==> config.mk <==
export PLATFORM = sky130hd
export DESIGN_NAME = logicnets_layer_packer
export DESIGN_NICKNAME = d
export VERILOG_FILES = /design/src/rtl/logicnets_layer_packer.sv
export SDC_FILE = /design/constraint.sdc
export NUM_CORES = 1
export LEC_CHECK = 0
export BUFFER_PORTS_ARGS = -buffer_cell sky130_fd_sc_hd__buf_4
export CORE_UTILIZATION = 25
export CTS_BUF_LIST = sky130_fd_sc_hd__clkbuf_4 sky130_fd_sc_hd__clkbuf_8 sky130_fd_sc_hd__clkbuf_16
export DETAILED_ROUTE_END_ITERATION = 6
export GPL_TIMING_DRIVEN = 0
export SKIP_CTS_REPAIR_TIMING = 1
export SYNTH_ARGS = -nofsm -noshare
export SYNTH_HDL_FRONTEND = slang
export SYNTH_SLANG_ARGS = --single-unit
export TNS_END_PERCENT = 100
==> constraint.sdc <==
create_clock -name clk -period 11 [get_ports clk]
set_input_delay 2.2 -clock clk [delete_from_list [all_inputs] [get_ports clk]]
set_output_delay 2.2 -clock clk [all_outputs]
set_load 0.01 [all_outputs]
==> src/rtl/logicnets_layer_packer.sv <==
// ---------------------------------------------------------------------------
// logicnets_layer_packer
//
// Purpose:
//   Gathers the serial per-neuron outputs of one LogicNets layer into a full
//   parallel activation vector for the next layer. Beats arrive in neuron
//   order 0..N_NEURONS-1 and are assembled in a staging register. Finished
//   vectors go into a two-slot buffer, so a stalled consumer does not lose a
//   beat.
//
// Ports:
//   clk        single clock, rising edge
//   rst        asynchronous active-high reset
//   in_valid   input beat valid
//   in_ready   packer can accept a beat (depends on registered state only)
//   M0         one neuron output, OUT_BITS wide
//   in_last    final neuron of a vector (only with LAYER_PACKER_FRAMECHK_EN)
//   out_valid  packed vector available
//   out_ready  downstream accepts the vector
//   M1         packed vector, neuron k at bits [k*OUT_BITS +: OUT_BITS]
//   frame_err  sticky framing error (only with LAYER_PACKER_FRAMECHK_EN)
//
// Configuration macro:
//   LAYER_PACKER_FRAMECHK_EN - adds in_last/frame_err. An early in_last
//   commits a short vector, with the unwritten neurons read as zero.
// ---------------------------------------------------------------------------
module logicnets_layer_packer #(
    parameter int N_NEURONS = 64,
    parameter int OUT_BITS  = 1,
    parameter int CNT_W     = $clog2(N_NEURONS)
) (
    input  logic                          clk,
    input  logic                          rst,
    input  logic                          in_valid,
    output logic                          in_ready,
    input  logic [OUT_BITS-1:0]           M0,
`ifdef LAYER_PACKER_FRAMECHK_EN
    input  logic                          in_last,
`endif
    output logic                          out_valid,
    input  logic                          out_ready,
    output logic [N_NEURONS*OUT_BITS-1:0] M1
`ifdef LAYER_PACKER_FRAMECHK_EN
    ,
    output logic                          frame_err
`endif
);

    localparam int W = N_NEURONS * OUT_BITS;

    logic [CNT_W-1:0] r_cnt;
    logic [W-1:0]     r_staging;
    logic [W-1:0]     r_slot [2];
    logic [1:0]       r_occ;
    logic             r_wp;
    logic             r_rp;

    logic             w_accept;
    logic             w_pop;
    logic             w_atEnd;
    logic             w_commit;
    logic [W-1:0]     w_merged;

    // Both handshake flags come straight from the occupancy register. This
    // keeps any combinational path from out_ready to in_ready out of the
    // design.
    assign in_ready  = (r_occ != 2'd2);
    assign out_valid = (r_occ != 2'd0);
    assign w_accept  = in_valid && in_ready;
    assign w_pop     = out_valid && out_ready;
    assign w_atEnd   = (r_cnt == CNT_W'(N_NEURONS - 1));

`ifdef LAYER_PACKER_FRAMECHK_EN
    assign w_commit = w_accept && (w_atEnd || in_last);
`else
    assign w_commit = w_accept && w_atEnd;
`endif

    // Staging contents with the current beat inserted. The commit copies this
    // value into a slot, so the final beat lands in the vector on the same
    // edge.
    always_comb begin
        w_merged = r_staging;
        for (int k = 0; k < N_NEURONS; k++) begin
            if (CNT_W'(k) == r_cnt) begin
                w_merged[k*OUT_BITS +: OUT_BITS] = M0;
            end
        end
    end

    // A popped slot still holds old data, so the output is forced to zero
    // while the buffer is empty.
    always_comb begin
        M1 = '0;
        if (r_occ != 2'd0) begin
            M1 = r_slot[r_rp];
        end
    end

    // Beat collection and commit into the write slot. Staging clears on a
    // commit, so a short (early-last) vector carries zeros in the neurons it
    // never received.
    always_ff @(posedge clk or posedge rst) begin
        if (rst) begin
            r_cnt     <= '0;
            r_staging <= '0;
            r_wp      <= 1'b0;
            r_slot[0] <= '0;
            r_slot[1] <= '0;
        end else if (w_commit) begin
            r_slot[r_wp] <= w_merged;
            r_wp         <= ~r_wp;
            r_cnt        <= '0;
            r_staging    <= '0;
        end else if (w_accept) begin
            r_staging <= w_merged;
            r_cnt     <= r_cnt + CNT_W'(1);
        end
    end

    // Read pointer and occupancy. A commit and a pop on the same edge cancel
    // in occ, while both pointers still advance.
    always_ff @(posedge clk or posedge rst) begin
        if (rst) begin
            r_rp  <= 1'b0;
            r_occ <= 2'd0;
        end else begin
            if (w_pop) begin
                r_rp <= ~r_rp;
            end
            case ({w_commit, w_pop})
                2'b10:   r_occ <= r_occ + 2'd1;
                2'b01:   r_occ <= r_occ - 2'd1;
                default: r_occ <= r_occ;
            endcase
        end
    end

`ifdef LAYER_PACKER_FRAMECHK_EN
    logic r_frameErr;

    // Sticky flag. It sets when in_last disagrees with the beat position,
    // which covers both an early last and a missing last.
    always_ff @(posedge clk or posedge rst) begin
        if (rst) begin
            r_frameErr <= 1'b0;
        end else if (w_accept && (in_last != w_atEnd)) begin
            r_frameErr <= 1'b1;
        end
    end

    assign frame_err = r_frameErr;
`endif

endmodule

==> metrics.md, run 1 <==
| Metric | Value |
|---|---|
| Iteration-0 DRC Markers | `roughly 550` |
| Initial Util | `0.2561` |
| Vias per cell | `4.642` |
| Slew @ Worst Pin | `1005 ps` |
| Nets | `987` |
| Antenna fix cells | `0` |
| Max_cap viols | `0` |
| Routed vias | `7047` |
| Clock Sinks | `about 200` |
| Arr. time, crit path | `around 2700 ps` |
| Max clock buf depth | `3` |
| Gate count of the mapped netlist | `880` |
| Startpoint Class | `flip-flop` |
| Row count | `73` |
| Fin Setup TNS | `0 ps` |
| Nature of the critical path endpoint | `output port` |
| Synthesized area per cell | `11.67 um^2` |
| Pwr dens | `209.3 nW/um^2` |
| F_max | `0.2034 GHz` |
| Hold crit path type | `flip-flop to flip-flop` |
| I/O Buffers | `69` |
| Seq/Total Area, Yosys | `0.4898` |
| YS warnings | `0` |
| Pin count of the biggest net entering global routing | `125` |
| NetSw | `0.8697 mW` |
| Total GRT Usage | `0.1347` |
| FF+latch area | `5030 um^2` |
| Clk pwr share | `0.315` |
| Dpl hpwl | `19190 um` |
| Leading cell type in the layout, fill and taps excluded | `dfrtp_1` |
| I/O Pins | `71` |
| CTS clk-pin slew, worst paths | `60 ps` |
| Final period utilization | `0.4469` |
| Fin crit period | `just under 5000 ps` |
| Setup Crit Path Kind | `flip-flop to output port` |
| Drt pass-1 iters | `5` |
| Static leakage | `6.132 nW` |
| Unrepaired setup endpoints after global routing | `no` |
| Critical Path RT | `8800 ps` |
| Internal power | `1.705 mW` |
| Slew Limit Fails | `0` |
| Total Power | `about 2.6 mW` |
| Inserted Clock Buffers | `25` |
| Vias in the first global route | `between 7000 and 8000` |
| Commonest non-fill, non-tap cells in the layout | `dfrtp_1, nor2_1, mux2_1` |
| Routed Wire Length | `27900 um` |
| Yosys cell types | `38` |
| Flop pwr share | `0.366` |
| Final hold viol count | `0` |
| Core Util, Final | `0.3068` |
| Logic pwr share | `0.319` |
| Initial antenna violation count | `0` |
| Synth top area share | `0.4898` |
| DRC viols | `0` |
| Die ar. | `41890 um^2` |
| Switching Share | `0.3378` |
| H-tree levels | `1` |
| Drt wl/cell | `18.38 um` |
| Final GP Congestion | `0.8641` |
| Post-DRT Antenna Nets | `0` |
| Final Skew | `16.08 ps` |
| Die height | `204.7 um` |
| Final setup viols | `0` |
| Slew headroom | `0.3300` |
| Core box area | `40100 um^2` |
| Root Driver | `clkbuf_16` |
| Filler cell count | `4094` |
| Die W | `204.7 um` |
| Multi-input logic area | `4842 um^2` |
| Area Growth Syn to Fin | `19.80%` |
| Synth top area cells | `dfrtp_1, mux2_1, mux2_4` |
| CP max FO | `10` |
| Status | `complete, no violations` |
| Seq cells post-synth | `201` |
| Fraction of layout cells with a size suffix above 1 | `0.2638` |
| Synthesized cell area | `10270 um^2` |
| GRT Residual Overflow | `0` |
| Syn Nets | `890` |
| First-pass GRT wire length | `roughly 44000 um` |
| Later-pin clock latency in the skew report | `510 ps` |
| TritonCTS clock tree | `done` |
| Most area-hungry cell type in the Yosys netlist | `dfrtp_1` |
| VDD IR max | `0.1032 mV` |
Yosys cell counts (all sizes together):
cell type,number
o21bai,3
and2,10
nand2b,3
ha,5
xnor2,4
nand2,28
a22o,37
nand4,4
buf,34
or2,3
dfrtp,201
xor2,2
o21ai,53
mux2i,65
inv,20
mux2,192
nor2,115
a32oi,1
o31ai,1
nand3,15
nor2b,6
nor3b,4
clkbuf,32
o22ai,15
a21oi,15
and3,3
o2bb2ai,1
nand3b,8
power by group through the flow:
stage                     sequential [mW]  combinational, mW  clock, mW
after detailed placement            0.953              0.826          0
after floorplan                     0.933              0.580          0
final                               0.943              0.821      0.811
after CTS                           0.941              0.833      0.825
after global placement              0.947              0.813          0
after global routing                0.957              0.897      0.859
cell type report:
cell class / count / area share
multi-input combinational: 593 / 0.3936
timing repair buffer: 70 / 0.04434
clock inverter: 6 / 0.004679
clock buffer: 37 / 0.06225
buffer: 66 / 0.02614
sequential: 201 / 0.4089
tap: 525 / 0.05340
inverter: 20 / 0.006713
critical path, stage by stage, from the launching register on:
cell	delay [ps]
dfrtp_1	420
nor2_1	160
clkbuf_1	620
clkbuf_1	610
nor2_1	200
buf_4	200
per-layer routing:
layer | vias up | part of all wire | global-route usage
met5 | - | 0 | 0
met4 | 0 | 0.025 | 0.03971
met3 | 44 | 0.045 | 0.02243
met2 | 149 | 0.47 | 0.2179
met1 | 3574 | 0.46 | 0.1832
li1 | 3280 | - | -
metrics by stage:
stage	instances	hold WS (ps)	worst slack, ps	cell area, um^2
2_1_floorplan	880	460.4	3318	10270
3_3_place_gp	1474	472.8	837.1	11440
3_5_place_dp	1475	480.3	6544	11480
4_1_cts	1518	492.5	5992	12300
5_1_grt	1518	505.8	5889	12300
6_report	1518	488.1	6084	12300
cell families after synthesis:
family / synth area share
mux: 0.2918
flops: 0.4898
simple gates: 0.09005
compound gates: 0.07847
buf+inv: 0.03863
xor+xnor: 0.005118
fa+ha+maj: 0.006092
final timing paths:
| kind | from | end | slack [ps] | cells past startpoint |
|---|---|---|---|---|
| worst max register to register | r_cnt[0] | r_slot[54] | 8500 | 6 |
| worst max-delay path | r_occ[0] | M1[12] | 6080 | 5 |
| worst min-delay path | r_slot[24] | r_slot[24] | 490 | 1 |
| worst min register to register | r_slot[24] | r_slot[24] | 490 | 1 |
| min in group asynchronous | rst | r_slot[109] | 1750 | 2 |
| max in group asynchronous | rst | r_slot[5] | 8220 | 3 |
sequential cells by signal, indices dropped and copies added, names as in the netlist:
| name | count |
|---|---|
| r_staging | 63 |
| r_occ | 2 |
| r_slot | 128 |
| r_rp | 1 |
| r_cnt | 6 |
| r_wp | 1 |
Power figures use the tool's default switching activity.
==> run 2, diff against run 1 <==
--- a/config.mk
+++ b/config.mk
@@ -5,6 +5,7 @@
 export SDC_FILE = /design/constraint.sdc
 export NUM_CORES = 1
 export LEC_CHECK = 0
+export ABC_AREA = 1
 export BUFFER_PORTS_ARGS = -buffer_cell sky130_fd_sc_hd__buf_4
 export CORE_UTILIZATION = 25
 export CTS_BUF_LIST = sky130_fd_sc_hd__clkbuf_4 sky130_fd_sc_hd__clkbuf_8 sky130_fd_sc_hd__clkbuf_16
==> constraint.sdc (replaced) <==
create_clock -name clk -period 4.6 [get_ports clk]
set_input_delay 0.92 -clock clk [delete_from_list [all_inputs] [get_ports clk]]
set_output_delay 0.92 -clock clk [all_outputs]
set_load 0.01 [all_outputs]
==> metrics.md, run 2 <==
| Metric | Value |
|---|---|
| Status | `complete, no violations (unchanged)` |
| Arr. time, crit path | `2930 ps (was 2720 ps)` |
| Nets | `1465 (was 987)` |
| Pin count of the biggest net entering global routing | `42 (was 125)` |
| VDD IR max | `0.2401 mV (was 0.1032 mV)` |
| Core box area | `38830 um^2 (was 40100 um^2)` |
| Number of flops mapped to enable cells by yosys | `0 (unchanged)` |
| Synthesized area per cell | `7.294 um^2 (was 11.67 um^2)` |
| Max clock buf depth | `3 (unchanged)` |
| Vias per cell | `4.550 (was 4.642)` |
| Total GRT Usage | `0.1569 (was 0.1347)` |
| Inserted Clock Buffers | `23 (was 25)` |
| Simple-Gate Fraction of Synth Area | `0.3630 (was 0.09005)` |
| CTS clk-pin slew, worst paths | `60 ps (about the same)` |
| H-tree levels | `1 (unchanged)` |
| FFs w/ async S/R, synth | `1.000 (unchanged)` |
| Die W | `200.8 um (was 204.7 um)` |
| Hold crit path type | `primary input to async pin (was flip-flop to flip-flop)` |
| Final Skew | `14.68 ps (was 16.08 ps)` |
| GRT Residual Overflow | `0 (unchanged)` |
| Routed Wire Length | `31750 um (was 27900 um)` |
| Synthesized cell area | `9883 um^2 (was 10270 um^2)` |
| Initial antenna violation count | `0 (unchanged)` |
| Slew headroom | `0.3478 (was 0.3300)` |
| Top-count cell post-synth | `nand2_1 (was dfrtp_1)` |
| Top_reg_cell synth | `dfrtp_1 (unchanged)` |
| Top reg by flops | `r_slot (unchanged)` |
| Vias in the first global route | `8645 (was 7393)` |
| Startpoint Class | `flip-flop (unchanged)` |
| Setup Crit Path Kind | `flip-flop to output port (unchanged)` |
| Iteration-0 DRC Markers | `791 (was 553)` |
| Pwr dens | `465.4 nW/um^2 (was 209.3 nW/um^2)` |
| Area Growth Syn to Fin | `20.42% (was 19.80%)` |
| I/O Buffers | `69 (unchanged)` |
| Yosys cell types | `27 (was 38)` |
| Synth top area share | `0.5115 (was 0.4898)` |
| Post-DRT Antenna Nets | `0 (unchanged)` |
| Clock Sinks | `202 (was 201)` |
| Die ar. | `40330 um^2 (was 41890 um^2)` |
| Fin crit period | `3847 ps` |
| Leading cell type in the layout, fill and taps excluded | `nand2_1 (was dfrtp_1)` |
| Drt wl/cell | `15.99 um (was 18.38 um)` |
| Synth top area cells | `dfrtp_1, nand2_1, a21oi_1 (was dfrtp_1, mux2_1, mux2_4)` |
| Syn Nets | `1365 (was 890)` |
| YS warnings | `0 (unchanged)` |
| Final period utilization | `0.8362` |
| Synth Area in XOR/XNOR | `0.004431 (was 0.005118)` |
| Fraction of layout cells with a size suffix above 1 | `0.1199 (was 0.2638)` |
| Final setup viols | `0 (unchanged)` |
| CP max FO | `10 (unchanged)` |
| Static leakage | `6.248 nW (was 6.132 nW)` |
| Max FFs per register | `128 (unchanged)` |
| Slew @ Worst Pin | `978.3 ps (was 1005 ps)` |
| Later-pin clock latency in the skew report | `520 ps (was 510 ps)` |
| Filler cell count | `4111 (was 4094)` |
| Fin Setup TNS | `0 ps (unchanged)` |
| DRC viols | `0 (unchanged)` |
| Critical Path RT | `3680 ps (was 8800 ps)` |
| Commonest non-fill, non-tap cells in the layout | `nand2_1, dfrtp_1, buf_4 (was dfrtp_1, nor2_1, mux2_1)` |
| Initial Util | `0.2545 (was 0.2561)` |
| First-pass GRT wire length | `49660 um (was 43500 um)` |
| Post-synth top cells | `nand2_1, dfrtp_1, a21oi_1, nor2_1, o21ai_0 (was dfrtp_1, nor2_1, mux2_1, mux2i_1, mux2_2)` |
| TritonCTS clock tree | `done (unchanged)` |
| Seq cells post-synth | `202 (was 201)` |
| Dpl hpwl | `22350 um (was 19190 um)` |
| Final hold viol count | `0 (unchanged)` |
| Max_cap viols | `0 (unchanged)` |
| Die height | `200.8 um (was 204.7 um)` |
| Largest family of logic cells by synthesized area | `simple AND/OR/NAND/NOR gates (was multiplexers)` |
| Antenna fix cells | `0 (unchanged)` |
| Share of synthesized area spent on multiplexers | `0 (was 0.2918)` |
| Non-filler cells in the finished layout | `1986 (was 1518)` |
| Adder-cell area share of the yosys netlist | `0.006330 (was 0.006092)` |
| Routed vias | `9036 (was 7047)` |
| Unrepaired setup endpoints after global routing | `no (unchanged)` |
| Gate count of the mapped netlist | `1355 (was 880)` |
| Nature of the critical path endpoint | `output port (unchanged)` |
| Most area-hungry cell type in the Yosys netlist | `dfrtp_1 (unchanged)` |
| Largest registers | `r_slot x128, r_staging x64, r_cnt x6 (was r_slot x128, r_staging x63, r_cnt x6)` |
| Total Power | `5.539 mW (was 2.575 mW)` |
| Root Driver | `clkbuf_16 (unchanged)` |
| Drt pass-1 iters | `5 (unchanged)` |
| Slew Limit Fails | `0 (unchanged)` |
| Final GP Congestion | `0.8663 (was 0.8641)` |
| Seq/Total Area, Yosys | `0.5115 (was 0.4898)` |
| I/O Pins | `71 (unchanged)` |
| F_max | `0.2600 GHz` |
| Post-synthesis compound-gate area fraction | `0.06684 (was 0.07847)` |
| Row count | `72 (was 73)` |
| Placed cells | `1948 (was 1475)` |
-- run 2: area by class of cell --
class                           count  area, um^2  area share
Multi-Input combinational cell   1056        4354      0.3659
Clock buffer                       34       683.2     0.05740
Tap cell                          518       648.1     0.05446
Inverter                           22       91.34    0.007675
Sequential cell                   202        5055      0.4247
Buffer                             75       386.6     0.03249
Clock inverter                      4       45.04    0.003785
Timing Repair Buffer               75       638.1     0.05362
-- run 2: per-layer routing --
metal | vias to the layer above | GRT usage | share of wire
met1 | 4335 | 0.2232 | 0.46
met4 | 0 | 0.04716 | 0.023
met5 | - | 0 | 0
met3 | 47 | 0.01932 | 0.064
met2 | 267 | 0.2485 | 0.45
li1 | 4387 | - | -
-- run 2: worst paths after layout --
check / endpoint / slack, ps / cells after the start / start
worst max-delay path: M1[47] / 750 / 5 / r_occ[0]
worst min-delay path: r_slot[20] / 430 / 2 / rst
worst max register to register: r_slot[3] / 2500 / 10 / r_cnt[0]
worst min register to register: r_slot[37] / 470 / 2 / r_slot[37]
max in group asynchronous: r_slot[34] / 3350 / 4 / rst
min in group clk: r_slot[37] / 470 / 2 / r_slot[37]
-- run 2: cell families (layout without fill, tap and decap cells) --
group           count (synthesis)  after routing
xor+xnor                        5              5
compound gates                132            132
fa+ha+maj                       5              5
simple gates                  914            914
flops                         202            202
buf+inv                        97            210
-- run 2: critical path: stages (launching register included) --
cell	delay [ps]
dfrtp_1	430
nor2_1	180
clkbuf_1	580
clkbuf_1	740
a21oi_1	250
buf_4	230
-- run 2: power by group --
| group | total, mW | internal (mW) | switching (mW) |
|---|---|---|---|
| Sequential | 2.05 | 1.94 | 0.106 |
| Clock | 1.80 | 1.08 | 0.724 |
| Combinational | 1.69 | 0.360 | 1.33 |
-- run 2: metrics by stage --
| step | worst slack (ps) | utilization | instance area, um^2 | hold WS (ps) |
|---|---|---|---|---|
| 2_1_floorplan | 1064 | - | 9887 | 441.7 |
| 3_3_place_gp | -312.2 | 0.2847 | 11050 | 453.9 |
| 3_5_place_dp | 1250 | 0.2878 | 11170 | 457.9 |
| 4_1_cts | 689.9 | 0.3065 | 11900 | 436.6 |
| 5_1_grt | 562.8 | 0.3065 | 11900 | 458.6 |
| 6_report | 753.3 | 0.3065 | 11900 | 425.9 |
==> run 3, diff against run 2 <==
==> constraint.sdc (replaced) <==
create_clock -name clk -period 3.4 [get_ports clk]
set_input_delay 0.68 -clock clk [delete_from_list [all_inputs] [get_ports clk]]
set_output_delay 0.68 -clock clk [all_outputs]
set_load 0.01 [all_outputs]
==> metrics.md, run 3 (synthesis gave the netlist of run 2 again) <==
| Metric | Value |
|---|---|
| I/O Pins | `71 (unchanged)` |
| Iteration-0 DRC Markers | `826 (was 791)` |
| CP cell instances | `nor2_1 > clkbuf_2 > clkbuf_1 > a21oi_1 > buf_4 (was nor2_1 > clkbuf_1 > clkbuf_1 > a21oi_1 > buf_4)` |
| Hold crit path type | `primary input to async pin (unchanged)` |
| Place WS | `290.2 ps (was 1250 ps)` |
| Max clock buf depth | `3 (unchanged)` |
| Root Driver | `clkbuf_16 (unchanged)` |
| Nets | `1465 (unchanged)` |
| Final hold slack | `187.4 ps (was 425.9 ps)` |
| Commonest non-fill, non-tap cells in the layout | `nand2_1, dfrtp_1, buf_4 (unchanged)` |
| Crit path buf inv count | `3 (unchanged)` |
| Final Skew | `14.34 ps (was 14.68 ps)` |
| Slew headroom | `0.4352 (was 0.3478)` |
| Later-pin clock latency in the skew report | `520 ps (about the same)` |
| Antenna fix cells | `0 (unchanged)` |
| Slowest stage cell, crit path | `clkbuf_1 (unchanged)` |
| Vias in the first global route | `8645 (unchanged)` |
| Pwr dens | `629.9 nW/um^2 (was 465.4 nW/um^2)` |
| Startpoint Class | `flip-flop (unchanged)` |
| Final GP Congestion | `0.8663 (unchanged)` |
| H-tree levels | `1 (unchanged)` |
| Critical Path RT | `2720 ps (was 3680 ps)` |
| CP max FO | `10 (unchanged)` |
| Placed Area | `11170 um^2 (unchanged)` |
| Max_cap viols | `0 (unchanged)` |
| Slew Limit Fails | `0 (unchanged)` |
| Die ar. | `40330 um^2 (unchanged)` |
| Final worst slack | `227.7 ps (was 753.3 ps)` |
| Final hold viol count | `0 (unchanged)` |
| Initial antenna violation count | `0 (unchanged)` |
| Initial Util | `0.2545 (unchanged)` |
| Reg-to-reg endpoint | `r_slot[3] (unchanged)` |
| Routed vias | `9122 (was 9036)` |
| Total GRT Usage | `0.1569 (unchanged)` |
| Unrepaired setup endpoints after global routing | `no (unchanged)` |
| Static leakage | `6.272 nW (was 6.248 nW)` |
| Vias per cell | `4.593 (was 4.550)` |
| Clock Sinks | `202 (unchanged)` |
| Dpl hpwl | `22350 um (unchanged)` |
| Drt pass-1 iters | `5 (unchanged)` |
| Critical R2R Launch | `r_cnt[0] (unchanged)` |
| Top reg by flops | `r_slot (unchanged)` |
| Critical Path Source | `r_occ[0] (unchanged)` |
| Max incr delay on CP | `560 ps (was 740 ps)` |
| Drt wl/cell | `15.97 um (was 15.99 um)` |
| Nature of the critical path endpoint | `output port (unchanged)` |
| Final setup viols | `0 (unchanged)` |
| Leading cell type in the layout, fill and taps excluded | `nand2_1 (unchanged)` |
| Inserted Clock Buffers | `23 (unchanged)` |
| Fraction of layout cells with a size suffix above 1 | `0.1253 (was 0.1199)` |
| Area Growth Syn to Fin | `20.52% (was 20.42%)` |
| GRT Residual Overflow | `0 (unchanged)` |
| Row count | `72 (unchanged)` |
| Core Util, Final | `0.3068 (was 0.3065)` |
| I/O Buffers | `69 (unchanged)` |
| TritonCTS clock tree | `done (unchanged)` |
| Die height | `200.8 um (unchanged)` |
| Max FFs per register | `128 (unchanged)` |
| Fin crit period | `3172 ps` |
| Worst reg-to-reg path cell count | `10 (unchanged)` |
| Post-DRT Antenna Nets | `0 (unchanged)` |
| R2R setup slack | `1290 ps (was 2500 ps)` |
| Largest registers | `r_slot x128, r_staging x64, r_cnt x6 (unchanged)` |
| Routed Wire Length | `31720 um (was 31750 um)` |
| Fin area | `11910 um^2 (was 11900 um^2)` |
| Status | `complete, no violations (unchanged)` |
| CTS clk-pin slew, worst paths | `60 ps (about the same)` |
| Pin count of the biggest net entering global routing | `42 (unchanged)` |
| Core box area | `38830 um^2 (unchanged)` |
| Setup Crit Path Kind | `flip-flop to output port (unchanged)` |
| DRC viols | `0 (unchanged)` |
| Crit path max-delay family | `buffers and inverters (unchanged)` |
| Slew @ Worst Pin | `847.2 ps (was 978.3 ps)` |
| First-pass GRT wire length | `49660 um (unchanged)` |
| Arr. time, crit path | `2490 ps (was 2930 ps)` |
| VDD IR max | `0.3253 mV (was 0.2401 mV)` |
| F_max | `0.3152 GHz` |
| Die W | `200.8 um (unchanged)` |
| Final period utilization | `0.9330` |
-- run 3: changes by cell type in the layout (fill, tap and decap cells not counted) --
cell / delta
clkbuf_2: +8
clkbuf_1: -6
buf_1: -2
-- run 3: worst max path at each step --
| stage | endpoint | cells after the start |
|---|---|---|
| global route | M1[22] | 5 |
| CTS | M1[52] | 5 |
| floorplan | r_cnt[0] | 1 |
| finish | M1[9] | 5 |
| global placement | r_slot[112] | 2 |
| detailed placement | M1[52] | 5 |
-- run 3: report_power, final --
| group | switching [mW] | internal [mW] |
|---|---|---|
| Clock | 0.975 | 1.45 |
| Combinational | 1.80 | 0.499 |
| Sequential | 0.144 | 2.63 |
-- run 3: metal layers --
layer	vias up	part of all wire	track usage	routed length (um)
met1	4378	0.46	0.2232	14570
met3	50	0.064	0.01932	2032
met2	308	0.45	0.2485	14410
met5	-	0	0	0
li1	4386	-	-	-
met4	0	0.022	0.04716	707
-- run 3: stage by stage --
stage | setup TNS [ps] | instances | power [mW]
2_1_floorplan | 0 | 1355 | 4.182
6_report | 0 | 1986 | 7.503
3_5_place_dp | 0 | 1948 | 5.071
5_1_grt | 0 | 1986 | 7.858
4_1_cts | -3704 | 1986 | 7.520
3_3_place_gp | -254480 | 1942 | 5.009
-- run 3: worst register-to-register path, delay by kind of cell, from the launching register on --
kind / cells / cell delay, ps
adder cells (fa/ha/maj): 1 / 180
buffers and inverters: 3 / 640
flip-flops: 1 / 440
AND/OR/NAND/NOR: 6 / 750
-- run 3: area by class of cell --
| type | instances | area (um^2) |
|---|---|---|
| fillers | 4113 | 26920 |
| inverters | 22 | 91.34 |
| repair buffers | 75 | 638.1 |
| clock buffers | 34 | 683.2 |
| well taps | 518 | 648.1 |
| plain buffers | 75 | 396.6 |
| multi-input cells | 1056 | 4354 |
| clock inverters | 4 | 45.04 |
| flip-flops and latches | 202 | 5055 |
